<file path="config.mk">
export PLATFORM = sky130hd
export DESIGN_NAME = bcd_serial_add_ctrl_flat
export DESIGN_NICKNAME = d
export VERILOG_FILES = /design/src/rtl/bcd_pkg.sv /design/src/rtl/bcd_serial_add_ctrl_if.sv /design/src/rtl/bcd_digit_slice.sv /design/src/rtl/bcd_serial_add_ctrl.sv /design/src/flat_wrapper.sv
export SDC_FILE = /design/constraint.sdc
export NUM_CORES = 1
export LEC_CHECK = 0
export BUFFER_PORTS_ARGS = -buffer_cell sky130_fd_sc_hd__clkbuf_2
export CORE_MARGIN = 2
export CORE_UTILIZATION = 54
export DETAILED_ROUTE_END_ITERATION = 8
export PLACE_DENSITY = 0.79
export SYNTH_ARGS = -nofsm -noshare
export SYNTH_HDL_FRONTEND = slang
export SYNTH_SLANG_ARGS = --single-unit
export TNS_END_PERCENT = 10
</file>
<file path="constraint.sdc">
create_clock -name clk -period 3.6 [get_ports clk]
set_input_delay 0.72 -clock clk [delete_from_list [all_inputs] [get_ports clk]]
set_output_delay 0.72 -clock clk [all_outputs]
set_load 0.02 [all_outputs]
</file>
<file path="src/rtl/bcd_pkg.sv">
// Shared definitions for the serial BCD adder: FSM encoding and decimal constants.
package bcd_pkg;

  typedef enum logic [1:0] {
    IDLE = 2'd0,
    ADD  = 2'd1,
    DONE = 2'd2
  } state_t;

  localparam logic [3:0] BCD_MAX  = 4'd9;
  localparam logic [3:0] BCD_CORR = 4'd6;

  function automatic logic is_bcd_digit(input logic [3:0] digit);
    return digit <= BCD_MAX;
  endfunction

endpackage

</file>
<file path="src/rtl/bcd_serial_add_ctrl_if.sv">
// Host-side handshake and operand/result bus for the serial BCD adder.
interface bcd_serial_add_ctrl_if #(
  parameter int DIGITS = 4
);

  logic                  start;
  logic [4*DIGITS-1:0]   a;
  logic [4*DIGITS-1:0]   b;
  logic                  cin;
  logic                  busy;
  logic                  done;
  logic [4*DIGITS-1:0]   sum;
  logic                  cout;
  logic                  err;

  modport master (
    output start, a, b, cin,
    input  busy, done, sum, cout, err
  );

  modport slave (
    input  start, a, b, cin,
    output busy, done, sum, cout, err
  );

endinterface

</file>
<file path="src/rtl/bcd_digit_slice.sv">
// Combinational single-digit BCD adder: binary add, then +6 correction when the raw sum exceeds 9.
module bcd_digit_slice
  import bcd_pkg::*;
(
  input  logic [3:0] a,
  input  logic [3:0] b,
  input  logic       ci,
  output logic [3:0] d,
  output logic       co
);

  logic [4:0] raw;

  always_comb begin
    raw = {1'b0, a} + {1'b0, b} + {4'b0, ci};
    d   = raw[3:0];
    co  = 1'b0;
    // Raw sums 10..19 wrap into the next decade; the +6 skips the six unused codes.
    if (raw > {1'b0, BCD_MAX}) begin
      d  = raw[3:0] + BCD_CORR;
      co = 1'b1;
    end
  end

endmodule

</file>
<file path="src/rtl/bcd_serial_add_ctrl.sv">
// Multi-digit packed-BCD adder reusing one digit slice, LSD first, with start/busy/done handshake.
module bcd_serial_add_ctrl
  import bcd_pkg::*;
#(
  parameter int DIGITS = 4
) (
  input  logic                  clk,
  input  logic                  rst_n,
  bcd_serial_add_ctrl_if.slave  bus
);

  localparam int W  = 4 * DIGITS;
  localparam int CW = (DIGITS > 1) ? $clog2(DIGITS) : 1;

  state_t          state;
  state_t          next_state;
  logic [W-1:0]    a_sh;
  logic [W-1:0]    b_sh;
  logic [W-1:0]    sum_sh;
  logic [W+3:0]    sum_ins;
  logic            carry;
  logic            cout_r;
  logic            err_r;
  logic [CW-1:0]   cnt;
  logic            last_digit;
  logic            operands_ok;
  logic [3:0]      slice_d;
  logic            slice_co;

  bcd_digit_slice u_slice (
    .a  (a_sh[3:0]),
    .b  (b_sh[3:0]),
    .ci (carry),
    .d  (slice_d),
    .co (slice_co)
  );

  assign last_digit = (cnt == CW'(DIGITS - 1));
  assign sum_ins    = {slice_d, sum_sh};

  always_comb begin
    operands_ok = 1'b1;
    for (int i = 0; i < DIGITS; i++) begin
      if (!is_bcd_digit(bus.a[4*i +: 4]) || !is_bcd_digit(bus.b[4*i +: 4])) begin
        operands_ok = 1'b0;
      end
    end
  end

  always_ff @(posedge clk) begin
    if (!rst_n) begin
      state <= IDLE;
    end else begin
      state <= next_state;
    end
  end

  always_comb begin
    next_state = state;
    case (state)
      IDLE: if (bus.start) next_state = operands_ok ? ADD : DONE;
      ADD:  if (last_digit) next_state = DONE;
      DONE: next_state = IDLE;
      default: next_state = IDLE;
    endcase
  end

  always_comb begin
    bus.busy = (state == ADD);
    bus.done = (state == DONE);
  end

  // An invalid operand skips ADD entirely, so the zeroed sum loaded here is the final result.
  always_ff @(posedge clk) begin
    if (!rst_n) begin
      a_sh   <= '0;
      b_sh   <= '0;
      sum_sh <= '0;
      carry  <= 1'b0;
      cout_r <= 1'b0;
      err_r  <= 1'b0;
      cnt    <= '0;
    end else begin
      case (state)
        IDLE: begin
          if (bus.start) begin
            a_sh   <= bus.a;
            b_sh   <= bus.b;
            sum_sh <= '0;
            carry  <= bus.cin;
            cout_r <= 1'b0;
            err_r  <= ~operands_ok;
            cnt    <= '0;
          end
        end
        ADD: begin
          a_sh   <= a_sh >> 4;
          b_sh   <= b_sh >> 4;
          sum_sh <= sum_ins[W+3:4];
          carry  <= slice_co;
          if (last_digit) begin
            cout_r <= slice_co;
          end else begin
            cnt <= cnt + 1'b1;
          end
        end
        default: ;
      endcase
    end
  end

  assign bus.sum  = sum_sh;
  assign bus.cout = cout_r;
  assign bus.err  = err_r;

endmodule

</file>
<file path="src/flat_wrapper.sv">
// flat-port wrapper written by rule: the top's interface ports become plain ports
module bcd_serial_add_ctrl_flat import bcd_pkg::*;
#(
  parameter int DIGITS = 4
)
  (clk, rst_n, bus_start, bus_a, bus_b, bus_cin, bus_busy, bus_done, bus_sum, bus_cout, bus_err);
  bcd_serial_add_ctrl_if #(.DIGITS(DIGITS)) bus_i ();
  input  logic clk;
  input  logic rst_n;
  input wire logic [$bits(bus_i.start)-1:0] bus_start;
  input wire logic [$bits(bus_i.a)-1:0] bus_a;
  input wire logic [$bits(bus_i.b)-1:0] bus_b;
  input wire logic [$bits(bus_i.cin)-1:0] bus_cin;
  output wire logic [$bits(bus_i.busy)-1:0] bus_busy;
  output wire logic [$bits(bus_i.done)-1:0] bus_done;
  output wire logic [$bits(bus_i.sum)-1:0] bus_sum;
  output wire logic [$bits(bus_i.cout)-1:0] bus_cout;
  output wire logic [$bits(bus_i.err)-1:0] bus_err;
  assign bus_i.start = bus_start;
  assign bus_i.a = bus_a;
  assign bus_i.b = bus_b;
  assign bus_i.cin = bus_cin;
  assign bus_busy = bus_i.busy;
  assign bus_done = bus_i.done;
  assign bus_sum = bus_i.sum;
  assign bus_cout = bus_i.cout;
  assign bus_err = bus_i.err;
  bcd_serial_add_ctrl #(.DIGITS(DIGITS)) u_core (.clk(clk), .rst_n(rst_n), .bus(bus_i));
endmodule
</file>
== Word level (Yosys, flattened, before mapping) ==
Cells that the tools add are included.

* Logic and storage cells: 71
* Bits in registers: 55
* Bits of input ports: 36
* Output and inout bits: 20

* Muxes and demuxes: 24
* Reductions and logical operators: 19
* Magnitude comparators: 9
* $add $sub $neg: 4
* Equal/unequal tests: 6
* Bitwise logic cells: 1

{| class="wikitable"
|+ Operators by type and width
! cell !! number
|-
| case mux 16 bit (2 select lines) || 3
|-
| 2-to-1 mux 16 bit || 3
|-
| <= comparator 4 bit (second input constant) || 8
|-
| 2-to-1 mux 2 bit || 5
|-
| logical NOT 1 bit || 8
|-
| 2-to-1 mux 1 bit || 8
|-
| case mux 2 bit (2 select lines) || 2
|-
| AND reduction 2 bit || 3
|-
| AND reduction 3 bit || 2
|-
| adder 4 x 4 -> 5 bit || 1
|-
| adder 5 x 1 -> 5 bit || 1
|-
| > comparator 5 x 4 -> 1 bit (second input constant) || 1
|-
| adder 4 x 3 -> 4 bit (second input constant) || 1
|-
| == test 2 bit (second input constant) || 2
|-
| logical OR 1 bit || 4
|-
| 2-to-1 mux 4 bit || 1
|-
| inequality test 2 bit (second input constant) || 2
|-
| case mux 1 bit (2 select lines) || 2
|-
| adder 2 x 1 -> 2 bit (second input constant) || 1
|-
| == test 2 x 1 -> 1 bit (second input constant) || 1
|-
| logical NOT 2 bit || 1
|-
| inequality test 2 x 1 -> 1 bit (second input constant) || 1
|-
| nonzero test 2 bit || 1
|-
| NOT 1 bit || 1
|}

== Depth between registers and ports, before layout ==
Gate-level depths: netlist of run 1.

* Depth after elaboration: 10
* Mapped depth: 9
* Depth with buffers taken out: 9

== Hierarchy ==
From an unflattened synthesis of run 1, not the netlist that was laid out.

* Cell total of the unflattened synthesis: 283
* Area total of the unflattened synthesis: 2541.2 sq um

{| class="wikitable"
|+ Modules (own cells, without submodules)
! module !! times used !! area each (sq um) !! sequential area each (sq um) !! cells each
|-
| bcd_serial_add_ctrl || 1 || 2329.7 || 1101.1 || 261
|-
| bcd_digit_slice || 1 || 211.5 || 0.0 || 22
|}

== Least setup slack after synthesis of run 1 ==
Ideal clock, no wire load.

* Path kind: register -> register
* From: register u_core.carry
* To: register u_core.sum_sh[14], in the netlist u_core.bus.sum[14]
* Slack: 0.915 ns
* Setup time: 0.067 ns
* Period minus slack after synthesis: 2.685 ns
* Arrival time: 2.618 ns
* Path buffers: 0
* Stages on the path, launching flop included: 10
* Path through: dfxtp_1 fa_1 fa_1 xor2_2 inv_1 ha_1 and2b_4 a2111oi_4 mux2_4 o21ai_2

* Longest elaborated chain between the ends: 4

{| class="wikitable"
|+ Ends and longest elaborated chain
! element !! line !! RTL
|-
| start: declaration || bcd_serial_add_ctrl.sv:21 || <nowiki>logic carry;</nowiki>
|-
| start signal: assignment || bcd_serial_add_ctrl.sv:90 || <nowiki>carry <= bus.cin;</nowiki>
|-
| start signal: assignment || bcd_serial_add_ctrl.sv:100 || <nowiki>carry <= slice_co;</nowiki>
|-
| adder 5 x 1 -> 5 bit * || bcd_digit_slice.sv:15 || <nowiki>raw = {1'b0, a} + {1'b0, b} + {4'b0, ci};</nowiki>
|-
| adder 4 x 3 -> 4 bit or > comparator 5 x 4 -> 1 bit (tied branches) || bcd_digit_slice.sv:20, bcd_digit_slice.sv:19 ||
|-
| 2-to-1 mux 4 bit * || bcd_digit_slice.sv:19 || <nowiki>if (raw > {1'b0, BCD_MAX}) begin</nowiki>
|-
| case mux 16 bit (2 select lines) * || bcd_serial_add_ctrl.sv:84 || <nowiki>case (state)</nowiki>
|-
| end signal: assignment || bcd_serial_add_ctrl.sv:99 || <nowiki>sum_sh <= sum_ins[W+3:4];</nowiki>
|-
| end: declaration || bcd_serial_add_ctrl.sv:19 || <nowiki>logic [W-1:0] sum_sh;</nowiki>
|}

Mark *: on every way between the ends. The rest lies on a longest branch, timed or not.
A chain may end at the register's enable or synchronous reset.

== Final worst setup path of run 1 ==
Ends and elaborated chain as after synthesis.

==> reports/summary.md, run 1 <==
The biggest area contributor in the post-synthesis netlist is dfxtp_1. For the number of antenna violations at the first check in global routing, the log shows 0. The post-synthesis register bit count works out to 55.

Number of clock sinks: 55. The post-synthesis compound-gate area fraction came out at 0.222. For the final-layout worst hold slack, the log shows 0.478 ns.

The run gives 0 as the final number of hold-violating endpoints. The delay contributed by the slowest stage of the critical path works out to 0.47 ns. Routability-driven placement finished with a final weighted congestion of 0.835. The most common cell type on the critical path is fa_1. The run gives 175 as the number of DRC violations after detailed-routing iteration 0. For the number of failing setup endpoints in the final timing report, the log shows 0.

Derived from the worst setup path, the maximum achievable clock frequency is 349 MHz. The signal on the critical path passes through fa_1 -> fa_1 -> xor2_2 -> inv_1 -> ha_1 -> and2b_4 -> a2111oi_4 -> mux2_4 -> o21ai_2. The tools report the maximum number of buffers from clock root to sink as 2.

The area share of the largest cell type after synthesis is 0.418, and the power density relative to cell area is 391 nW/µm². The mapped netlist covers 2630 µm². Number of instances in the synthesized netlist: 317. Between clock sinks in the finished design, the worst skew comes to 0.00456 ns. The netlist uses 36 different library cells.

Standard cell core area: 4720 µm². The quantity of I/O buffers inserted on ports came out at 55. Counting every net in the synthesized netlist gives 360. The number of vias per cell after detailed routing works out to 5.41.

STA classifies the critical path endpoint as a register. The peak ir drop on the vdd network is 0.267 mV. For the internal reg-to-reg setup slack, the log shows 0.74 ns.

For the final core utilization, the log shows 0.638. Registers take 1100 µm². The fraction of synthesized cell area in xor and xnor cells is 0.00618, and the half-perimeter wire length after detailed placement is 3.67 mm.

Entering global routing, the biggest net connects 75 pins. The cell with the largest stage delay on the worst path is fa_1. The simple-gate portion of the synthesized area works out to 0.256. Gates resized during post-CTS repair numbered 0.

The die extent in y was 73.8 µm; the count of nets after finishing was 400. The number of setup buffers added after CTS is 0. The worst max-slew margin expressed relative to the limit was 0.324. TritonCTS built the clock tree. Launching element of the worst setup path: u_core.carry.

The worst setup path is launched from a register. Data arrives at the worst endpoint at 3.10 ns. The tightest min-delay check is of the register to register type. The startpoint identified for the worst hold timing path is u_core.bus.cout. Wires add up to 5.58 mm.

The area growth from synthesis to layout works out to 14.3%. STA puts the critical path data required time at 3.84 ns. The die extent in x works out to 73.8 µm. By area, the combinational part of the netlist is dominated by simple AND/OR/NAND/NOR gates. 0 antenna diodes ended up in the layout. The Yosys step of the flow raised 0 warnings. The accumulated negative setup slack came out at 0 ns.

56 I/O pins were placed. Overall routing resource usage: 0.219. The tools report the initial standard-cell utilization of the core as 0.558.

The startpoint identified for the worst register-to-register timing path is u_core.carry. The standby leakage power is 1.47 nW. The DRC violations left came out at 0. The run gives 0 as the total of hold buffers inserted after clock tree synthesis. The area share of fa/ha/maj cells after synthesis was 0.0390; the fill cell instance count of the final layout was 423. The TritonCTS buffer count came out at 5. The finished layout holds 424 standard cells, fillers aside. The floorplan has 25 rows. The portion of the post-synthesis area used by sequential elements was 0.418.

Ranked by total cell area, the synthesized netlist is headed by dfxtp_1 (42%), nand2_1 (11%), nand3_1 (9.5%), o211a_1 (9.1%), a21boi_0 (6.0%). The multiplexer share of the synthesized area works out to 0.0152. The setup path with the least slack is of type register to register. Die outline area: 5450 µm². For the worst-skew pair, the clock arrives at the later sink with an insertion delay of 0.30 ns. The wire length of the first global-routing pass came out at 9.45 mm.

The maximum net fanout on the critical path was 3; the total congestion overflow was 0. For the number of nets with antenna violations after detailed routing, the log shows 0. The routed design could run at a clock period as short as 2.86 ns.

The tool flagged a number of max-cap violations equal to 0. For the pin with the worst max-slew slack, the measured transition is 1.01 ns. In the final routed layout, each cell accounts on average for 13.2 µm. The via total after detailed routing came out at 2292. The run finished with clean final reports. Setup repair after global routing left no endpoint under its margin. The tools report the instance count after placement with tap cells included as 417. The number of pins with negative max-slew slack in the final report came out at 0. After clock tree synthesis, the clock-pin slew on the worst setup and hold paths is 0.09 ns. The ratio of final minimum period to clock period was 0.795; the number of optimization iterations in the first detailed-route pass was 5. The tools report the root buffer cell as clkbuf_8. The number of global-route vias before repair came out at 2149. The fraction of layout instances using a drive strength above 1 was 0.213. For the area occupied by multi-input gates, the log shows 1430 µm².

The mean instance size in the synthesized netlist is 8.31 µm², and the H-tree depth reported by CTS is 2.
==> synthesized netlist by cell type <==
cell type / n
a22oi_1: 1
a2111oi_4: 1
dfxtp_1: 55
and3_1: 1
nor2_2: 1
a21boi_0: 21
o21a_1: 2
or2_1: 1
buf_2: 4
a22o_1: 1
a2bb2oi_1: 1
o21ai_2: 1
nor3b_1: 2
mux2_4: 2
o21ai_0: 10
o21ai_1: 2
nand3_1: 50
clkbuf_1: 17
nand2_1: 75
a21oi_1: 5
nor3_1: 2
nand4_1: 4
a31o_2: 1
xor2_2: 1
o32ai_1: 1
mux2i_1: 1
nand2b_1: 2
nor2b_1: 4
fa_1: 2
nor2_1: 7
buf_1: 4
ha_1: 5
inv_1: 4
o211a_1: 24
a21o_2: 1
and2b_4: 1
==> through the flow <==
stage,setup slack [ns],instance area (µm²),power (mW)
final,0.737,3010,1.18
after global routing,0.572,3010,1.23
after CTS,0.756,3010,1.19
after detailed placement,0.781,2920,0.852
after global placement,0.831,2920,0.847
after floorplan,0.915,2630,0.799
==> metal layers <==
| metal | track usage | part of all wire | up-vias | wire (µm) |
|---|---|---|---|---|
| met1 | 0.291 | 0.48 | 1066 | 2690 |
| met5 | 0 | 0 | - | 0 |
| li1 | - | - | 1180 | - |
| met4 | 0.0606 | 0.011 | 0 | 64 |
| met2 | 0.369 | 0.47 | 41 | 2630 |
| met3 | 0.0357 | 0.034 | 5 | 192 |
==> power breakdown <==
part	switching (mW)	total, mW	internal (mW)
Sequential	0.0155	0.649	0.633
Combinational	0.102	0.189	0.0865
Clock	0.189	0.340	0.151
==> cells in the final DEF, fill, tap and decap left out, types with 6 or more instances in the layout <==
cell / instances
a21boi_0: 21
clkbuf_8: 6
nand2_1: 75
o21ai_0: 10
nand3_1: 50
clkbuf_2: 55
nor2_1: 7
o211a_1: 24
dfxtp_1: 55
==> sequential cells by signal (all words and copies together), names as in the netlist <==
signal / count
u_core.b_sh: 16
u_core.bus.cout: 1
u_core.cnt: 2
u_core.carry: 1
u_core.a_sh: 16
u_core.bus.sum: 16
u_core.bus.err: 1
u_core.state: 2
==> cell type report <==
| class | instances | share of cell area |
|---|---|---|
| Tap cell | 67 | 0.0278 |
| Clock buffer | 6 | 0.0274 |
| Multi-Input combinational cell | 233 | 0.474 |
| Timing Repair Buffer | 58 | 0.0989 |
| Sequential cell | 55 | 0.366 |
| Clock inverter | 1 | 0.00166 |
| Inverter | 4 | 0.00499 |
==> path summary, 6_finish.rpt <==
kind,to,cells after the start
worst max-delay path,u_core.bus.sum[14],9
worst min-delay path,u_core.bus.cout,2
worst max register to register,u_core.bus.sum[14],9
worst min register to register,u_core.bus.cout,2
==> cells by family (layout without fill, tap and decap cells) <==
family / Yosys count / after routing
muxes: 3 / 3
DFF: 55 / 55
AOI/OAI and AO/OA: 72 / 72
and+or+nand+nor: 150 / 150
xor gates and xnor gates: 1 / 1
buffers and inverters: 29 / 69
adders and majority gates: 7 / 7
==> critical path, delay by kind of cell (launching register included) <==
kind	cells	cell delay (ns)
compound gates	2	0.53
xor+xnor	1	0.20
fa+ha+maj	3	1.14
buf+inv	1	0.06
flops	1	0.34
mux	1	0.34
simple gates	1	0.18
(Power assumes the default switching activity.)
==> run 2, diff against run 1 <==
CORE_UTILIZATION = 49   (was 54)
PLACE_DENSITY = 0.76   (was 0.79)
clock period = 2.6 ns   (was 3.6 ns; I/O delays follow)
==> run 2 against run 1 <==
  * Count of clock-buffer cells in the layout did not move
  * Clock power rose by 73%
  * Power rose by 52%
  * Register-to-register slack got worse by 0.67 ns
  * Wire length rose by 7.0%
  * Combinational power rose by 58%
  * Design area rose by 4.2%
  * Clock skew rose by 0.0024 ns
  * Global-route usage fell by 1.3 points
  * First-iteration DRC count fell by 31%
  * Final cell count rose by 3.3%
  * Critical path depth rose by 1
  * Largest cell class unchanged
==> reports/summary.md, run 2 (synthesized netlist as in run 1, its figures left out) <==
The flow ran to the end, and the final reports show no timing, DRC or antenna violations. The routed wire length per instance was 13.6 µm (was 13.2 µm); the fill cell instance count of the final layout was 483 (was 423). The required time at the endpoint of the critical path was 2.86 ns (was 3.84 ns).

The fraction of layout instances using a drive strength above 1 is 0.255 (was 0.213). The quantity of I/O buffers inserted on ports works out to 55 (unchanged). The area growth from synthesis to layout is 19.1% (was 14.3%).

For the via total after detailed routing, the log shows 2387 (was 2292). The standby leakage power was 1.53 nW (was 1.47 nW); the weighted congestion reported at the end of routability-driven placement was 0.833 (was 0.835). The tools report the peak ir drop on the vdd network as 0.280 mV (was 0.267 mV). The pre-CTS setup slack was -0.0759 ns (was 0.781 ns); the total of hold buffers inserted after clock tree synthesis was 0 (unchanged). The number of failing setup endpoints in the final timing report is 0 (unchanged), and the number of violations of the max-capacitance limit is 0 (unchanged). The type of destination of the critical path is a register (unchanged). The number of nets with antenna violations after detailed routing is 0 (unchanged), and the die extent in x is 77.3 µm (was 73.8 µm).

For the H-tree depth reported by CTS, the log shows 2 (unchanged). The number of pins with negative max-slew slack in the final report is 0 (unchanged). The highest clock frequency the design can meet was 394 MHz (was 349 MHz); the area occupied by multi-input gates was 1440 µm² (was 1430 µm²). The die extent in y came out at 77.3 µm (was 73.8 µm).

Power density relative to cell area: 569 nW/µm² (was 391 nW/µm²). Most common cell type on the critical path: buf_4 (was fa_1). For the final worst setup slack, the log shows 0.0626 ns (was 0.737 ns).

The total congestion overflow came out at 0 (unchanged). The tools report the launching element of the worst setup path as u_core.carry (unchanged). The logs give 56 (unchanged) for the top-level port count and 0 (unchanged) for the DRC violations left.

Highest signal layer in the routed design: met4 (unchanged). The root buffer cell is clkbuf_8 (unchanged). The tools report the TritonCTS buffer count as 5 (unchanged).

The routed length on met1 was 2.65 mm (was 2.69 mm); the number of optimization iterations in the first detailed-route pass was 4 (was 5). The run gives 55 (unchanged) as the number of clock sinks. The final critical path time including I/O delays and setup is 2.54 ns (was 2.86 ns), and the final number of hold-violating endpoints is 0 (unchanged). The slew at the pin closest to its max-slew limit is 0.689 ns (was 1.01 ns), and the wire length of the first global-routing pass is 9.99 mm (was 9.45 mm).

The startpoint type of the worst setup path was a register (unchanged). The logs give 5140 µm² (was 4720 µm²) for the standard cell core area and 26 (was 25) for the total number of placement rows. The total met2 wirelength after detailed routing is 3.05 mm (was 2.63 mm).

For the initial standard-cell utilization of the core, the log shows 0.512 (was 0.558). The number of vias per cell after detailed routing works out to 5.45 (was 5.41). The tools report the start of the worst register-to-register path as u_core.carry (unchanged).

The overall routing resource usage came out at 0.206 (was 0.219). The maximum number of buffers from clock root to sink is 2 (unchanged), and the maximum number of pins on one net before global-route repair is 75 (unchanged). The later-pin clock latency in the skew report came out at 0.31 ns (was 0.30 ns).

The run gives 0 ns (unchanged) as the accumulated negative setup slack. The run gives 5.97 mm (was 5.58 mm) as the final routed wirelength across all metal layers. TritonCTS built the clock tree. Worst clock skew on the final layout: 0.00692 ns (was 0.00456 ns). The routed length on met3 is 194 µm (was 192 µm).

The run gives 0 (unchanged) as the number of antenna cells inserted. The tools report the launch instance of the worst min-delay path as bus_b[12] (was u_core.bus.cout). Number of global-route vias before repair: 2172 (was 2149).

The delay contributed by the slowest stage of the critical path is 0.40 ns (was 0.47 ns). The worst max-slew margin expressed relative to the limit came out at 0.541 (was 0.324). The number of buffer and inverter instances along the worst setup path came out at 3 (was 1).

The cell with the largest stage delay on the worst path was a2111oi_4 (was fa_1). The signal arrival time at the worst endpoint came out at 2.80 ns (was 3.10 ns). The ratio of final minimum period to clock period came out at 0.976 (was 0.795). Cell chain of the critical path: fa_2 -> fa_2 -> xor2_2 -> buf_4 -> buf_4 -> nor2_4 -> a2111oi_4 -> buf_4 -> mux2_4 -> nand2_2 (was fa_1 -> fa_1 -> xor2_2 -> inv_1 -> ha_1 -> and2b_4 -> a2111oi_4 -> mux2_4 -> o21ai_2). The final core utilization was 0.611 (was 0.638).

The maximum net fanout on the critical path came out at 2 (was 3). Setup repair after global routing left no endpoint under its margin. The number of antenna violations at the first check in global routing is 0 (unchanged), and the clock slew at the register clock pins of the worst setup and hold paths is 0.10 ns (was 0.09 ns). Most frequent standard cell in the layout excluding fill and tap cells: nand2_1 (unchanged).

The combined flip-flop and latch cell area was 1100 µm² (about the same); the die outline area was 5980 µm² (was 5450 µm²). The type of the worst setup path is register to register (unchanged). The number of DRC violations after detailed-routing iteration 0 is 120 (was 175). The gate family responsible for the most delay along the worst path was adder cells (unchanged). The count of nets after finishing was 410 (was 400). The class of the worst hold path is input pin to register (was register to register).

The run gives 3.98 mm (was 3.67 mm) as the half-perimeter wire length after detailed placement. Most used cells in the layout excluding fill and tap cells: nand2_1 (74), clkbuf_2 (55), dfxtp_1 (53), nand3_1 (50), o211a_1 (24) (was nand2_1 (75), clkbuf_2 (55), dfxtp_1 (55), nand3_1 (50), o211a_1 (24)).
-- run 2: cell count changes in the layout (fill, tap and decap cells not counted), sizes merged --
cell    previous run  this run
buf                3        13
bufinv             0         1
-- run 2: per-stage QoR --
stage                     instances  cell area (µm²)  hold WS, ns  total power, mW
final                           438             3140        0.434             1.79
after global routing            438             3140        0.438             1.87
after CTS                       438             3130        0.436             1.79
after detailed placement        425             2970        0.472             1.19
after global placement          425             2970        0.465             1.18
after floorplan                 317             2630        0.441             1.11
-- run 2: power by group --
group | switching, mW | total (mW) | leakage [nW] | internal [mW]
Sequential | 0.0214 | 0.899 | 0.450 | 0.878
Clock | 0.275 | 0.587 | 0.0612 | 0.312
Combinational | 0.154 | 0.299 | 1.02 | 0.145
-- run 2: layout make-up --
class	instances	share of cell area
clock buffer	6	0.0263
clock inverter	2	0.0112
inverter	4	0.00478
multi-input combinational	233	0.459
sequential	55	0.352
tap	70	0.0279
timing repair buffer	68	0.119
-- run 2: timing repair --
item / in CTS / in global routing
setup endpoints to repair: 2 / 4
pin swaps: 4 / 3
gates resized for setup: 5 / 3
setup buffers: 5 / 1
-- run 2: routing by layer --
layer / track usage / vias to the layer above
li1: - / 1207
met3: 0.0365 / 7
met5: 0 / -
met1: 0.255 / 1134
met2: 0.363 / 39
met4: 0.0607 / 0
-- run 2: path summary, 6_finish.rpt --
check,end,slack (ns),cells past startpoint
setup / recovery,u_core.bus.sum[13],0.06,10
hold / removal,u_core.b_sh[12],0.43,3
hold reg to reg,u_core.a_sh[12],0.48,2
setup reg to reg,u_core.bus.sum[13],0.06,10
-- run 2: worst register-to-register path, delay by kind of cell, from the launching register on --
family          cells  cell delay (ns)
mux                 1             0.30
fa+ha+maj           2             0.77
buf+inv             3             0.43
simple gates        2             0.09
flops               1             0.34
compound gates      1             0.40
xor+xnor            1             0.16
==> run 3, diff against run 2 <==
BUFFER_PORTS_ARGS = -buffer_cell sky130_fd_sc_hd__buf_2   (was -buffer_cell sky130_fd_sc_hd__clkbuf_2)
==> run 3 against run 2 <==
  * Power down 7.9%
  * Via count down 0.34%
  * Sequential power about the same
==> reports/summary.md, run 3 (synthesized netlist as in run 1, its figures left out) <==
The flow ran to the end, and the final reports show no timing, DRC or antenna violations. The run gives 48 (was 75) as the maximum number of pins on one net before global-route repair. The die outline area is 5980 µm² (unchanged). The number of nets with antenna violations after detailed routing is 0 (unchanged), and the total congestion overflow is 0 (unchanged). The logs give 1430 µm² (was 1440 µm²) for the area occupied by multi-input gates and 0.512 (unchanged) for the initial standard-cell utilization of the core. Launch instance of the worst min-delay path: bus_a[12] (was bus_b[12]). The routed wire length per instance was 13.6 µm (about the same); the number of vias per cell after detailed routing was 5.41 (was 5.45). The worst clock skew on the final layout was 0.00530 ns (was 0.00692 ns); the maximum number of buffers from clock root to sink was 2 (unchanged). Total number of placement rows: 26 (unchanged). For the wire length of the first global-routing pass, the log shows 10.1 mm (was 9.99 mm). The logs give 490 (was 483) for the fill cell instance count of the final layout and 412 (was 410) for the count of nets after finishing.

The via total after detailed routing is 2379 (was 2387), and the total of hold buffers inserted after clock tree synthesis is 0 (unchanged). The number of clock sinks came out at 55 (unchanged). The number of failing setup endpoints in the final timing report is 0 (unchanged), and the area growth from synthesis to layout is 18.1% (was 19.1%). The peak ir drop on the vdd network is 0.334 mV (was 0.280 mV).

The fraction of layout instances using a drive strength above 1 came out at 0.251 (was 0.255). Most frequent standard cell in the layout excluding fill and tap cells: nand2_1 (unchanged). The combined flip-flop and latch cell area was 1100 µm² (unchanged); the top-level port count was 56 (unchanged). The power density relative to cell area is 529 nW/µm² (was 569 nW/µm²). The logs give 5.99 mm (was 5.97 mm) for the final routed wirelength across all metal layers and 0 (unchanged) for the number of antenna violations at the first check in global routing.

The instance count after placement with tap cells included is 427 (was 425). The tools report the root buffer cell as clkbuf_8 (unchanged). The slew at the pin closest to its max-slew limit is 0.534 ns (was 0.689 ns), and the internal reg-to-reg setup slack is 0.05 ns (was 0.06 ns). The standard cell core area was 5140 µm² (unchanged); the maximum net fanout on the critical path was 2 (unchanged). The required time at the endpoint of the critical path is 2.85 ns (was 2.86 ns). The depth of the worst register-to-register path is 10 (unchanged). The highest clock frequency the design can meet came out at 392 MHz (was 394 MHz). Reg-to-reg critical path endpoint: u_core.bus.sum[13] (unchanged). The type of the worst setup path was register to register (unchanged). Most used cells in the layout excluding fill and tap cells: nand2_1 (75), buf_2 (55), dfxtp_1 (53), nand3_1 (50), o211a_1 (24) (was nand2_1 (74), clkbuf_2 (55), dfxtp_1 (53), nand3_1 (50), o211a_1 (24)). For the accumulated negative setup slack, the log shows 0 ns (unchanged).

The endpoint of the most critical setup path was u_core.bus.sum[13] (unchanged). Setup repair after global routing could not meet its margin everywhere. Overall routing resource usage: 0.209 (was 0.206). The ratio of final minimum period to clock period came out at 0.981 (was 0.976). The signal arrival time at the worst endpoint is 2.80 ns (about the same). The number of optimization iterations in the first detailed-route pass came out at 4 (unchanged). The tools report the startpoint type of the worst setup path as a register (unchanged). The tools report the number of violations of the max-capacitance limit as 0 (unchanged). Standby leakage power: 1.53 nW (about the same).

The weighted congestion reported at the end of routability-driven placement came out at 0.834 (was 0.833). For the worst max-slew margin expressed relative to the limit, the log shows 0.644 (was 0.541). The start of the worst register-to-register path was u_core.a_sh[0] (was u_core.carry). The die extent in y is 77.3 µm (unchanged). The launching element of the worst setup path is u_core.a_sh[0] (was u_core.carry). The quantity of I/O buffers inserted on ports was 55 (unchanged); the number of DRC violations after detailed-routing iteration 0 was 93 (was 120). The TritonCTS buffer count was 5 (unchanged); the number of global-route vias before repair was 2193 (was 2172). The number of pins with negative max-slew slack in the final report came out at 0 (unchanged). TritonCTS built the clock tree. The run gives 0 (unchanged) as the DRC violations left.

The class of the worst hold path was input pin to register (unchanged). The filler-free cell count of the finished design was 440 (was 438). H-tree depth reported by CTS: 2 (unchanged). For the final number of hold-violating endpoints, the log shows 0 (unchanged). Final critical path time including I/O delays and setup: 2.55 ns (was 2.54 ns). The die extent in x is 77.3 µm (unchanged). The type of destination of the critical path was a register (unchanged). Half-perimeter wire length after detailed placement: 4.11 mm (was 3.98 mm). For the later-pin clock latency in the skew report, the log shows 0.30 ns (was 0.31 ns). The tools report the number of antenna cells inserted as 0 (unchanged).

The clock slew at the register clock pins of the worst setup and hold paths works out to 0.09 ns (was 0.10 ns).
[run 3: routing by layer]
layer,up-vias,GRT usage,share of wire
li1,1206,-,-
met1,1123,0.266,0.44
met2,43,0.361,0.52
met3,7,0.0376,0.035
met4,0,0.0589,0.012
met5,-,0,0
[run 3: power by group]
part           switching (mW)  total [mW]  internal (mW)
combinational           0.152       0.296          0.144
sequential             0.0225       0.900          0.877
clock                   0.259       0.449          0.190
[run 3: worst min path at each step]
stage,to,slack (ns),cells after the start
final,u_core.a_sh[12],0.45,3
after global routing,u_core.b_sh[12],0.46,3
after CTS,u_core.a_sh[12],0.45,3
after global placement,u_core.bus.sum[2],0.46,2
after floorplan,u_core.state[1],0.44,1
after detailed placement,u_core.bus.sum[0],0.47,2
[run 3: through the flow]
| stage | setup slack [ns] | hold WS (ns) | cell area [µm²] | total power [mW] | util |
|---|---|---|---|---|---|
| floorplan | 0.0398 | 0.441 | 2630 | 1.11 | - |
| global placement | -0.00247 | 0.459 | 2980 | 1.18 | 0.580 |
| detailed placement | -0.0970 | 0.467 | 2980 | 1.19 | 0.580 |
| CTS | -0.0452 | 0.454 | 3100 | 1.65 | 0.603 |
| global route | -0.0220 | 0.465 | 3110 | 1.73 | 0.605 |
| finish | 0.0506 | 0.453 | 3110 | 1.64 | 0.605 |
[run 3: repair_timing]
action | CTS | global route
pin swaps | 4 | 2
setup endpoints to repair | 2 | 4
gates resized for setup | 6 | 0
setup buffers | 4 | 1
[run 3: layout make-up]
type | count | share of cell area
inverters | 4 | 0.00483
clock inverters | 1 | 0.00161
multi-input cells | 233 | 0.461
clock buffers | 7 | 0.0245
repair buffers | 70 | 0.125
well taps | 70 | 0.0282
flip-flops and latches | 55 | 0.355
[run 3: worst max-delay path, stage by stage, from the launching register on]
cell       delay, ns
dfxtp_2         0.35
fa_2            0.41
fa_2            0.38
xor2_2          0.15
buf_4           0.12
buf_4           0.10
nor2_2          0.05
a2111oi_4       0.40
buf_4           0.19
mux2_4          0.30
nand2_1         0.05
